[src/rtl/aeolus_multicycle_core.sv]
// Aeolus multi-cycle core: FETCH/EXEC sequencer with a req/ack program-memory port,
// a DATA_WIDTH accumulator datapath with carry/zero flags, skip, jump and halt.
module aeolus_multicycle_core #(
   parameter  int DATA_WIDTH  = 4,
   parameter  int ADDR_WIDTH  = 8,
   localparam int INSTR_WIDTH = 4 + ADDR_WIDTH
) (
   input  logic                    clk,
   input  logic                    reset,
   input  logic                    run,
   input  logic [2*DATA_WIDTH-1:0] sw_in,
   output logic                    imem_req,
   output logic [ADDR_WIDTH-1:0]   imem_addr,
   input  logic [INSTR_WIDTH-1:0]  imem_data,
   input  logic                    imem_ack,
   output logic [DATA_WIDTH-1:0]   cpu_out,
   output logic [ADDR_WIDTH-1:0]   pc_out,
   output logic                    carry,
   output logic                    zero,
   output logic                    halted
);

   typedef enum logic [1:0] {S_FETCH, S_EXEC, S_HALT} state_e;

   typedef enum logic [3:0] {
      OP_NOP, OP_LDA, OP_LDB, OP_LDO, OP_ADD, OP_SUB, OP_AND, OP_OR,
      OP_XOR, OP_INV, OP_LSH, OP_RSH, OP_CLR, OP_SNZA, OP_JMP, OP_HLT
   } opcode_e;

   state_e                   state_q, state_d;
   logic [ADDR_WIDTH-1:0]    pc_q, pc_d;
   logic [DATA_WIDTH-1:0]    a_q, a_d, b_q, b_d, acc_q, acc_d, o_q, o_d;
   logic [INSTR_WIDTH-1:0]   ir_q, ir_d;
   logic                     carry_q, carry_d, zero_q, zero_d;

   opcode_e                  opcode;
   logic [DATA_WIDTH:0]      sum, diff;
   logic                     acc_wr;

   assign opcode = opcode_e'(ir_q[INSTR_WIDTH-1:ADDR_WIDTH]);
   // Top bit of the widened difference is the borrow out of A-B.
   assign sum    = {1'b0, a_q} + {1'b0, b_q};
   assign diff   = {1'b0, a_q} - {1'b0, b_q};

   always_comb begin
      // NOTE: every next-state value defaults to its hold value first, so no path infers a latch.
      state_d  = state_q;
      pc_d     = pc_q;
      a_d      = a_q;
      b_d      = b_q;
      acc_d    = acc_q;
      o_d      = o_q;
      ir_d     = ir_q;
      carry_d  = carry_q;
      zero_d   = zero_q;
      imem_req = 1'b0;
      acc_wr   = 1'b0;

      case (state_q)
         S_FETCH: begin
            // Reset must withdraw the request in the same cycle, not one edge later.
            imem_req = run & ~reset;
            if (imem_req && imem_ack) begin
               ir_d    = imem_data;
               state_d = S_EXEC;
            end
         end
         S_EXEC: begin
            state_d = S_FETCH;
            pc_d    = pc_q + 1'b1;
            case (opcode)
               OP_NOP:  ;
               OP_LDA:  a_d = sw_in[2*DATA_WIDTH-1:DATA_WIDTH];
               OP_LDB:  b_d = sw_in[DATA_WIDTH-1:0];
               OP_LDO:  o_d = acc_q;
               OP_ADD:  begin {carry_d, acc_d} = sum;                 acc_wr = 1'b1; end
               OP_SUB:  begin {carry_d, acc_d} = diff;                acc_wr = 1'b1; end
               OP_AND:  begin acc_d = a_q & b_q;                      acc_wr = 1'b1; end
               OP_OR:   begin acc_d = a_q | b_q;                      acc_wr = 1'b1; end
               OP_XOR:  begin acc_d = a_q ^ b_q;                      acc_wr = 1'b1; end
               OP_INV:  begin acc_d = ~a_q;                           acc_wr = 1'b1; end
               OP_LSH:  begin {carry_d, acc_d} = {acc_q, 1'b0};       acc_wr = 1'b1; end
               OP_RSH:  begin {acc_d, carry_d} = {1'b0, acc_q};       acc_wr = 1'b1; end
               OP_CLR:  begin acc_d = '0; carry_d = 1'b0;             acc_wr = 1'b1; end
               OP_SNZA: if (a_q != '0) pc_d = pc_q + ADDR_WIDTH'(2);
               OP_JMP:  pc_d = ir_q[ADDR_WIDTH-1:0];
               OP_HLT:  state_d = S_HALT;
            endcase
            if (acc_wr) zero_d = (acc_d == '0);
         end
         S_HALT:  ;
         default: state_d = S_FETCH;
      endcase
   end

   // NOTE: state registers use non-blocking assignments so every register samples pre-edge values.
   always_ff @(posedge clk or posedge reset) begin
      if (reset) begin
         state_q <= S_FETCH;
         pc_q    <= '0;
         a_q     <= '0;
         b_q     <= '0;
         acc_q   <= '0;
         o_q     <= '0;
         ir_q    <= '0;
         carry_q <= 1'b0;
         zero_q  <= 1'b1;
      end else begin
         state_q <= state_d;
         pc_q    <= pc_d;
         a_q     <= a_d;
         b_q     <= b_d;
         acc_q   <= acc_d;
         o_q     <= o_d;
         ir_q    <= ir_d;
         carry_q <= carry_d;
         zero_q  <= zero_d;
      end
   end

   assign imem_addr = pc_q;
   assign pc_out    = pc_q;
   assign cpu_out   = o_q;
   assign carry     = carry_q;
   assign zero      = zero_q;
   assign halted    = (state_q == S_HALT);

endmodule

[config.mk]
export PLATFORM = sky130hd
export DESIGN_NAME = aeolus_multicycle_core
export DESIGN_NICKNAME = d
export VERILOG_FILES = /design/src/rtl/aeolus_multicycle_core.sv
export SDC_FILE = /design/constraint.sdc
export NUM_CORES = 1
export LEC_CHECK = 0
export ABC_AREA = 1
export CAP_MARGIN = 20
export CELL_PAD_IN_SITES_DETAIL_PLACEMENT = 2
export CELL_PAD_IN_SITES_GLOBAL_PLACEMENT = 2
export CORE_MARGIN = 3
export CORE_UTILIZATION = 26
export CTS_BUF_LIST = sky130_fd_sc_hd__clkbuf_16
export DETAILED_ROUTE_END_ITERATION = 7
export PLACE_DENSITY = 0.75
export SETUP_SLACK_MARGIN = 0.15
export SLEW_MARGIN = 5
export SYNTH_ARGS = -nofsm -noshare
export SYNTH_HDL_FRONTEND = slang
export SYNTH_SLANG_ARGS = --single-unit
[constraint.sdc]
create_clock -name clk -period 1.7 [get_ports clk]
set_clock_uncertainty 0.05 [all_clocks]
set_input_delay 0.34 -clock clk [delete_from_list [all_inputs] [get_ports clk]]
set_output_delay 0.34 -clock clk [all_outputs]
set_load 0.05 [all_outputs]
Yosys cells after proc, flatten, opt, wreduce, memory -nomap -nowiden
Index checks and enable logic that the tools add are counted.
{ "totals": {"in_bits": 24, "elab_cells": 62, "output_inout_bits": 24, "reg_bits": 40} }
{ "op_classes": {"n_bitwise": 7, "n_eq_ne": 18, "muxes": 11, "reduce_logical": 13, "n_addsub": 4} }
{ "ops": {"columns": ["cell", "n"], "rows": [
  ["4-bit one-hot mux with 9 select lines", 1],
  ["4-bit equality test, second input constant", 8],
  ["4-bit by 3-bit equality test with 1-bit output, second input constant", 4],
  ["8-bit one-hot mux with 2 select lines", 1],
  ["2-bit AND reduction", 7],
  ["9-bit OR reduction", 1],
  ["8-bit by 1-bit adder with 8-bit output, second input constant", 1],
  ["8-bit by 2-bit adder with 8-bit output, second input constant", 1],
  ["4-bit by 2-bit equality test with 1-bit output, second input constant", 2],
  ["8-bit 2-to-1 mux", 1],
  ["2-bit one-hot mux with 3 select lines", 1],
  ["4-bit by 4-bit adder with 5-bit output", 1],
  ["1-bit one-hot mux with 5 select lines", 1],
  ["5-bit nonzero test", 1],
  ["4-bit by 4-bit subtractor with 5-bit output", 1],
  ["4-bit AND", 1],
  ["4-bit by 1-bit equality test with 1-bit output, second input constant", 1],
  ["4-bit zero test", 1],
  ["2-bit 2-to-1 mux", 2],
  ["4-bit 2-to-1 mux", 1],
  ["4-bit NOT", 1],
  ["4-bit OR", 1],
  ["4-bit nonzero test", 1],
  ["4-bit bitwise XOR", 1],
  ["8 further kinds", 11]
]} }

Logic depth before layout (Yosys ltp)
Gate-level depths: netlist (run 1).
{ "depth": {"word_depth": 5, "depth_mapped": 13, "depth_no_buf": 13} }

Least setup slack after synthesis (run 1)
No wires, ideal clock.
{ "synth_path": {"path_kind": "input to register", "from": "input port reset", "to": "register ir_q[11]", "setup_time_ns": 0.126, "setup_slack_ns": -0.814, "stages": 7, "path_buffers": 1, "required_time_ns": 1.524, "arrival_ns": 2.338, "path_cell_list": "inv_2 -> nand2_1 -> nor3_2 -> nand2_1 -> inv_2 -> buf_4 -> o21ai_0"} }
{ "synth_between": {"elab_chain_len": 4} }
{ "synth_lines": {"columns": ["item", "line", "source"], "rows": [
  ["start: declaration", "9", "input logic reset,"],
  ["1-bit NOT", "62", "imem_req = run & ~reset;"],
  ["1-bit AND", "62", null],
  ["1-bit logical AND", "63", "if (imem_req && imem_ack) begin"],
  ["2-bit AND reduction (no line)", null, null],
  ["end signal: assignment", "115", "ir_q <= ir_d;"],
  ["end: declaration", "33", "logic [INSTR_WIDTH-1:0] ir_q, ir_d;"]
]} }
No other way between the ends.
A chain may end at the register's enable or synchronous reset.

Final worst setup path (run 1)
{ "layout_path": {"from": "register a_q[0]", "to": "register zero_q (netlist: zero)"} }
{ "layout_between": {"elab_chain_len": 4, "word_cells_on_any_way": 9, "cone_classes": "add/sub (2); mux (2); bitwise (4); reduce/logical (1)"} }
{ "layout_lines": {"columns": ["item", "line", "source"], "rows": [
  ["start: declaration", "32", "logic [DATA_WIDTH-1:0] a_q, a_d, b_q, b_d, acc_q, acc_d, o_q, o_d;"],
  ["start signal: assignment", "101", "a_q <= '0;"],
  ["start signal: assignment", "111", "a_q <= a_d;"],
  ["4-bit by 4-bit subtractor with 5-bit output, or another cell as far along", "43", "assign diff = {1'b0, a_q} - {1'b0, b_q};"],
  ["4-bit one-hot mux with 9 select lines (*)", "71", "case (opcode)"],
  ["4-bit 2-to-1 mux (*)", "59", "case (state_q)"],
  ["4-bit zero test (*)", "89", "if (acc_wr) zero_d = (acc_d == '0);"],
  ["end signal: assignment", "117", "zero_q <= zero_d;"],
  ["end: declaration", "34", "logic carry_q, carry_d, zero_q, zero_d;"]
]} }
Every way passes the cells marked *; elsewhere a longest branch is shown, timed or not. The select of a mux whose other input is x is not followed.

==> results of run 1 <==
how the worst max path moves through the flow:
stage,startpoint,end,slack (ns),cells past startpoint
floorplan,reset,ir_q[11]$_DFFE_PP0P_,-0.01,7
finish,a_q[0]$_DFFE_PP0P_,zero$_DFFE_PP1P_,-0.09,12
global placement,reset,ir_q[9]$_DFFE_PP0P_,-0.15,9
CTS,a_q[0]$_DFFE_PP0P_,acc_q[1]$_DFFE_PP0P_,-0.07,10
global route,a_q[0]$_DFFE_PP0P_,zero$_DFFE_PP1P_,-0.20,12
detailed placement,reset,ir_q[8]$_DFFE_PP0P_,-0.22,9
layer usage:
metal  vias to the layer above  part of all wire (%)  global-route usage, %
met2                        37                    57                   36.7
li1                       1428                     -                      -
met4                         0                   1.2                   4.36
met3                         9                   1.8                   2.76
met1                      1495                    40                   21.3
met5                         -                     0                      0
cells by family (layout without fill, tap and decap cells):
family,Yosys count,count (layout),synth area share [%]
buffers and inverters,70,158,10.7
adders and majority gates,16,16,7.74
DFF,40,40,36.0
xor gates and xnor gates,2,2,0.630
and+or+nand+nor,225,225,35.2
AOI/OAI and AO/OA,47,47,8.91
muxes,2,2,0.810
report_power, final:
part | total (mW) | leakage, nW | internal, mW | switching, mW
clock network | 1.26 | 0.0952 | 0.837 | 0.420
registers | 1.74 | 0.470 | 1.33 | 0.418
logic | 5.44 | 1.53 | 2.34 | 3.10
timing repair:
action                     CTS  global route
resized for setup           22            48
pin swaps                   10            12
buffers inserted             3            15
setup endpoints to repair   25            19
worst register-to-register path, cell delays in order, from the launching register on:
cell     delay (ns)
dfrtp_1        0.40
inv_2          0.07
ha_4           0.17
fa_2           0.37
nor2_4         0.11
nor2_1         0.06
nand2_1        0.06
nand2_1        0.05
nor2_1         0.11
nand2_1        0.08
nor2_1         0.09
nand3_1        0.07
nand2_1        0.07
cells in the final DEF (no fill, tap or decap), drive strengths merged, types with 2 or more instances in the layout:
cell           netlist  final
a21oi               17     17
buf                 10     68
bufinv               0      2
clkbuf               1      6
clkdlybuf4s50        0     21
dfrtp               39     39
fa                   2      2
ha                  14     14
inv                 59     60
mux2                 2      2
nand2              134    134
nand3               39     39
nand4                4      4
nor2                42     42
nor3                 2      2
o21ai               24     24
or2                  2      2
Yosys cell counts (all sizes together) (4+ instances only):
library cell / instances
inv: 59
buf: 10
nand4: 4
nor2: 42
nand2: 134
nand3: 39
ha: 14
dfrtp: 39
a21oi: 17
o21ai: 24
layout make-up:
| cell class | instances | area (um^2) |
|---|---|---|
| well taps | 136 | 170 |
| clock inverters | 3 | 63.8 |
| inverters | 59 | 240 |
| clock buffers | 5 | 125 |
| fillers | 1165 | 6030 |
| multi-input cells | 292 | 1740 |
| flip-flops and latches | 40 | 1020 |
| repair buffers | 91 | 983 |
state kept, by name, summed over array words and instances, names as in the netlist:
signal / cells
b_q: 4
imem_addr: 8
cpu_out: 4
carry: 1
ir_q: 12
zero: 1
state_q: 2
acc_q: 4
a_q: 4
==> out/results.txt, run 1 <==
status - finished with violations
failing checks - negative setup slack
PortBufs - 47
Post-synth EDFFs - 0
Vert. Die Dim - 109 um
H-tree levels - 2
Buf+Inv Stages, Crit Path - 1
DR vias/cell - 4.74
CTS Hold Buffers Added - 0
pre-CTS setup slack - -0.219 ns
initial core utilization - 26.8%
Primary FF master, synth - dfrtp_1
Peak supply drop - 0.818 mV
CP max FO - 3
WL/cell - 17.6 um
power per cell area - 1940 nW/um^2
gr ovfl total - 0
Mean Syn Cell Area - 6.92 um^2
Max Slew Vio Count - 0
CP Capture Type - flip-flop
post-route cell area - 4340 um^2
Tcrit/Tclk final - 106%
Syn Nets - 442
Least-Margin Pin Slew - 0.567 ns
flop-to-flop setup slack - -0.09 ns
Core Box Area - 10400 um^2
critical path class - reg -> reg
final core occ - 41.9%
pin count of the biggest net entering global routing - 41
Post-DP HPWL - 7980 um
clock tree sinks - 40
top-area cell type share of the netlist area - 35.1%
Mapped Area - 2780 um^2
initial antenna violation count - 0
setup slack after layout - -0.0939 ns
worst-skew pair later-pin latency - 0.29 ns
DRT Wirelength - 11000 um
GRT Util Overall - 18.8%
CP Cell Sequence - inv_2 -> ha_4 -> fa_2 -> nor2_4 -> nor2_1 -> nand2_1 -> nand2_1 -> nor2_1 -> nand2_1 -> nor2_1 -> nand3_1 -> nand2_1
Area after DPL - 3810 um^2
worst r2r src - a_q[0]$_DFFE_PP0P_
delay-heaviest family, CP - simple AND/OR/NAND/NOR gates
setup violators final - 4
CTS tree - built
TritonCTS buffer count - 5
first-pass GRT wire length - 17200 um
layout net count - 529
Initial DRT Pass Iterations - 4
placed cell count - 600
die area - 12000 um^2
RR Endpoint - zero$_DFFE_PP1P_
Synth Instances - 402
synth warn - 0
n_diodes - 0
die width - 109 um
Finished Layout Cells - 626
total power - 8.44 mW
critical path's slowest cell - dfrtp_1
Reg2Reg Depth - 12
Rel. slew slack - 62.2%
CP Launch Type - flip-flop
post-synth cell types - 34
FFs w/ async S/R, synth - 100%
Root Buffer - clkbuf_16
via count - 2969
placer's final routability congestion estimate - 0.844
min Tclk post-route - 1.79 ns
Max stage delay on crit path - 0.40 ns
fmax - 557 MHz
DRC - 0
Critical Path RT - 1.89 ns
setup TNS - -0.270 ns
Final Hold Slack - 0.267 ns
share of layout cells above drive strength 1 - 34.1%
vias in the first global route - 3318
initial drt markers - 82
Worst-path clk slew - 0.07 ns
Post-DRT Antenna Nets - 0
P&R area growth vs syn - 56.1%
Yosys reg bits - 40
Worst Path Arrival - 1.98 ns
Cell Rows - 37
RSZ-0062 raised after global routing - true
largest cells by area after synthesis - dfrtp_1 (35%), nand2_1 (18%), inv_1 (6.9%)
Final Hold Fails - 0
Synth area leader - dfrtp_1
Max Cap Violations - 0
Leakage - 2.09 nW
Most Frequent Cell on Critical Path - nand2_1
clock buffer depth - 2
Hold Crit Class - in -> async
register area share after synthesis - 36.0%
I/O Pins - 48
(Power assumes the default switching activity.)
==> run 2, diff against run 1 <==
CORE_ASPECT_RATIO = 1.25   (was default)
SLEW_MARGIN = 20   (was 5)
==> out/results.txt, run 2 (synthesized netlist as in run 1, its figures left out) <==
Buf+Inv Stages, Crit Path - 3
n_diodes - 0
die area - 12000 um^2
worst-skew pair later-pin latency - 0.29 ns
H-tree levels - 2
initial drt markers - 65
DR vias/cell - 4.80
share of layout cells above drive strength 1 - 35.6%
setup violators final - 4
die width - 98.5 um
Max stage delay on crit path - 0.54 ns
Core Box Area - 10300 um^2
Leakage - 2.15 nW
critical path's slowest cell - fa_2
Post-DP HPWL - 8110 um
Max Cap Violations - 0
Cell Rows - 41
layout net count - 534
Initial DRT Pass Iterations - 4
CP Launch Type - flip-flop
gr ovfl total - 0
Largest Register - ir_q
end point of the critical path - acc_q[1]$_DFFE_PP0P_
flop-to-flop setup slack - -0.16 ns
min Tclk post-route - 1.86 ns
I/O Pins - 48
P&R area growth vs syn - 58.8%
Rel. slew slack - 62.6%
via count - 2997
Peak supply drop - 0.728 mV
critical path class - reg -> reg
CTS tree - built
worst r2r src - a_q[0]$_DFFE_PP0P_
Vert. Die Dim - 122 um
setup slack after layout - -0.163 ns
Post-DRT Antenna Nets - 0
Finished Layout Cells - 624
Largest register FFs - 12
CP max FO - 3
Area after DPL - 3830 um^2
power per cell area - 1940 nW/um^2
DRC - 0
clock tree sinks - 40
failing checks - negative setup slack
fmax - 537 MHz
TritonCTS buffer count - 5
WL/cell - 17.5 um
post-route cell area - 4420 um^2
Tcrit/Tclk final - 110%
first-pass GRT wire length - 16400 um
pin count of the biggest net entering global routing - 41
clock buffer depth - 2
vias in the first global route - 3232
Max Slew Vio Count - 0
Worst Path Arrival - 2.00 ns
DRT Wirelength - 10900 um
initial antenna violation count - 0
Root Buffer - clkbuf_16
initial core utilization - 27.1%
Hold Crit Class - in -> async
CTS Hold Buffers Added - 0
placed cell count - 597
status - finished with violations
placer's final routability congestion estimate - 0.848
CP Cell Sequence - inv_2 -> ha_4 -> fa_2 -> o21ai_2 -> inv_1 -> nand2_2 -> nor2_4 -> nand2_2 -> nand2_1 -> inv_1
Critical Path RT - 1.83 ns
Worst-path clk slew - 0.06 ns
CP Capture Type - flip-flop
Levels on crit path - 10
Reg2Reg Depth - 10
Least-Margin Pin Slew - 0.561 ns
Final Hold Fails - 0
delay-heaviest family, CP - adder cells
GRT Util Overall - 17.5%
RSZ-0062 raised after global routing - true
crit path from - a_q[0]$_DFFE_PP0P_
RR Endpoint - acc_q[1]$_DFFE_PP0P_
commonest non-fill, non-tap cells in the layout - nand2_1 (118), buf_4 (48), inv_1 (42)
leading cell type in the layout, fill and taps excluded - nand2_1
PortBufs - 47
[run 2: cell type report]
cell class | instances | area [um^2]
clock inverter | 3 | 38.8
timing repair buffer | 96 | 1030
sequential | 40 | 1020
tap | 129 | 161
multi-input combinational | 292 | 1800
fill | 1187 | 5840
clock buffer | 5 | 125
inverter | 59 | 240
[run 2: metal layers]
metal | vias to the layer above | wire, um | track usage (%) | part of all wire (%)
li1 | 1441 | - | - | -
met1 | 1497 | 4040 | 17.8 | 37
met2 | 43 | 6410 | 35.3 | 59
met3 | 16 | 193 | 2.46 | 1.8
met4 | 0 | 274 | 6.83 | 2.5
met5 | - | 0 | 0 | 0
[run 2: stage by stage]
stage	hold slack (ns)	setup TNS (ns)	setup slack [ns]	util [%]	total power, mW
2_1_floorplan	0.0696	-0.0293	-0.0101	-	4.39
3_3_place_gp	0.424	-1.35	-0.129	37.3	6.26
3_5_place_dp	0.427	-2.63	-0.217	37.3	6.47
4_1_cts	0.371	-0.415	-0.175	40.0	7.89
5_1_grt	0.336	-0.789	-0.255	43.0	9.13
6_report	0.270	-0.396	-0.163	43.0	8.55
[run 2: how the worst min path moves through the flow]
stage | from | endpoint | slack [ns] | cells past startpoint
floorplan | reset | a_q[0]$_DFFE_PP0P_ | 0.07 | 1
global placement | cpu_out[1]$_DFFE_PP0P_ | cpu_out[1]$_DFFE_PP0P_ | 0.42 | 2
detailed placement | ir_q[4]$_DFFE_PP0P_ | ir_q[4]$_DFFE_PP0P_ | 0.43 | 2
CTS | reset | ir_q[1]$_DFFE_PP0P_ | 0.37 | 4
global route | reset | ir_q[2]$_DFFE_PP0P_ | 0.34 | 4
finish | reset | ir_q[1]$_DFFE_PP0P_ | 0.27 | 4
[run 2: power by group]
part | internal (mW) | leakage [nW] | total (mW) | switching, mW
registers | 1.33 | 0.472 | 1.76 | 0.435
logic | 2.52 | 1.59 | 5.71 | 3.19
clock network | 0.685 | 0.0850 | 1.08 | 0.396
[run 2: worst reg2reg max path, cell delays in order (launching register included)]
cell and delay, ns:
dfrtp_2 0.41, inv_2 0.07, ha_4 0.17, fa_2 0.54, o21ai_2 0.06, inv_1 0.08, nand2_2 0.07, nor2_4 0.13
nand2_2 0.08, nand2_1 0.07, inv_1 0.04
[run 2: timing repair]
item	CTS	global route
gates cloned	0	0
setup endpoints to repair	19	22
resized for setup	29	56
pin swaps	8	24
hold endpoints to repair	0	0
setup buffers	3	16
==> run 3, diff against run 2 <==
CORE_MARGIN = default   (was 3)
SKIP_CTS_REPAIR_TIMING = 1   (was default)
==> out/results.txt, run 3 (synthesized netlist as in run 1, its figures left out) <==
placer's final routability congestion estimate - 0.831
DR vias/cell - 4.86
crit path from - b_q[0]$_DFFE_PP0P_
CTS tree - built
CP Cell Sequence - ha_2 -> fa_2 -> nor2_1 -> nor2_1 -> nand2_1 -> nand2_1 -> nor2_1 -> nand2_1 -> nor2_1 -> nand3_1 -> nand2_1
Leakage - 2.11 nW
setup slack after layout - -0.0789 ns
DRT Wirelength - 10300 um
Clk network pwr share - 13.4%
Worst Path Arrival - 1.96 ns
switching part of the total power - 47.3%
Vert. Die Dim - 118 um
Tcrit/Tclk final - 105%
H-tree levels - 2
Int Pwr - 4.27 mW
Post-DP HPWL - 7920 um
Least-Margin Pin Slew - 0.529 ns
Cell Rows - 41
combinational power share - 65.2%
initial drt markers - 86
layout net count - 527
RSZ-0062 raised after global routing - true
leading cell type in the layout, fill and taps excluded - nand2_1
critical path's slowest cell - dfrtp_1
pre-CTS setup slack - -0.139 ns
sequential power share - 21.4%
worst r2r src - b_q[0]$_DFFE_PP0P_
Peak supply drop - 0.793 mV
Max Slew Vio Count - 0
CP Launch Type - flip-flop
Largest register FFs - 12
n_diodes - 0
via count - 2999
Worst-path clk slew - 0.06 ns
flop-to-flop setup slack - -0.08 ns
Rel. slew slack - 64.7%
failing checks - negative setup slack
Critical Path RT - 1.88 ns
I/O Pins - 48
initial antenna violation count - 0
min Tclk post-route - 1.78 ns
setup TNS - -0.135 ns
P&R area growth vs syn - 54.3%
CP max FO - 3
Root Buffer - clkbuf_16
end point of the critical path - zero$_DFFE_PP1P_
die area - 11100 um^2
WL/cell - 16.7 um
Final Hold Slack - 0.298 ns
NetSw - 3.83 mW
TritonCTS buffer count - 5
DRC - 0
post-route cell area - 4290 um^2
pin count of the biggest net entering global routing - 41
Final Hold Fails - 0
Post-DRT Antenna Nets - 0
first-pass GRT wire length - 16100 um
power per cell area - 1890 nW/um^2
clock tree sinks - 40
status - finished with violations
RR Endpoint - zero$_DFFE_PP1P_
fmax - 562 MHz
PortBufs - 47
gr ovfl total - 0
setup violators final - 4
final core occ - 41.8%
Area after DPL - 3810 um^2
initial core utilization - 27.1%
vias in the first global route - 3173
Max stage delay on crit path - 0.42 ns
GRT Util Overall - 18.8%
Reg2Reg Depth - 11
Initial DRT Pass Iterations - 4
commonest non-fill, non-tap cells in the layout - nand2_1 (121), inv_1 (43), buf_4 (41)
Hold Crit Class - in -> async
die width - 94.5 um
CP Capture Type - flip-flop
critical path class - reg -> reg
share of layout cells above drive strength 1 - 31.6%
Max Cap Violations - 0
Largest Register - ir_q
worst-skew pair later-pin latency - 0.29 ns
clock buffer depth - 2
Core Box Area - 10300 um^2
run 3: changes by cell type in the layout (fill, tap and decap cells not counted), sizes merged:
cell,change
dlygate4sd2,-1
buf,-7
dlymetal6s2s,+2
clkbuf,-1
run 3: worst min path at each step:
stage	slack (ns)	cells after the start	from	endpoint
floorplan	0.07	1	reset	a_q[0]$_DFFE_PP0P_
global placement	0.43	2	ir_q[4]$_DFFE_PP0P_	ir_q[4]$_DFFE_PP0P_
detailed placement	0.43	2	ir_q[1]$_DFFE_PP0P_	ir_q[1]$_DFFE_PP0P_
CTS	0.45	2	ir_q[3]$_DFFE_PP0P_	ir_q[3]$_DFFE_PP0P_
global route	0.36	4	reset	ir_q[1]$_DFFE_PP0P_
finish	0.30	4	reset	state_q[0]$_DFFE_PP0P_
run 3: through the flow:
step | cells | power (mW)
global placement | 595 | 6.23
floorplan | 402 | 4.39
CTS | 603 | 7.53
global route | 617 | 8.66
detailed placement | 595 | 6.41
finish | 617 | 8.10
run 3: cell type report:
type | instances | area [um^2]
Inverter | 59 | 245
Clock buffer | 5 | 125
Sequential cell | 40 | 1020
Clock inverter | 3 | 38.8
Timing Repair Buffer | 89 | 1010
Tap cell | 129 | 161
Multi-Input combinational cell | 292 | 1700
Fill cell | 1197 | 5970
run 3: worst max-delay path, delay by kind of cell, from the launching register on:
kind | cells | cell delay [ns]
simple gates | 9 | 0.68
fa+ha+maj | 2 | 0.56
flops | 1 | 0.42
run 3: layer usage:
metal  up-vias  global-route usage [%]  share of wire (%)  routed length, um
met5         -                       0                  0                  0
met4         0                    5.59                3.1                316
met3        25                    2.33                2.4                245
met2        63                    37.7                 57               5910
met1      1480                    19.5                 37               3860
li1       1431                       -                  -                  -
run 3: power groups by stage:
stage	sequential [mW]	combinational [mW]	clock, mW
floorplan	2.11	2.28	0
global placement	1.73	4.50	0
detailed placement	1.76	4.65	0
CTS	1.75	4.68	1.10
global route	1.79	5.73	1.14
finish	1.74	5.28	1.08
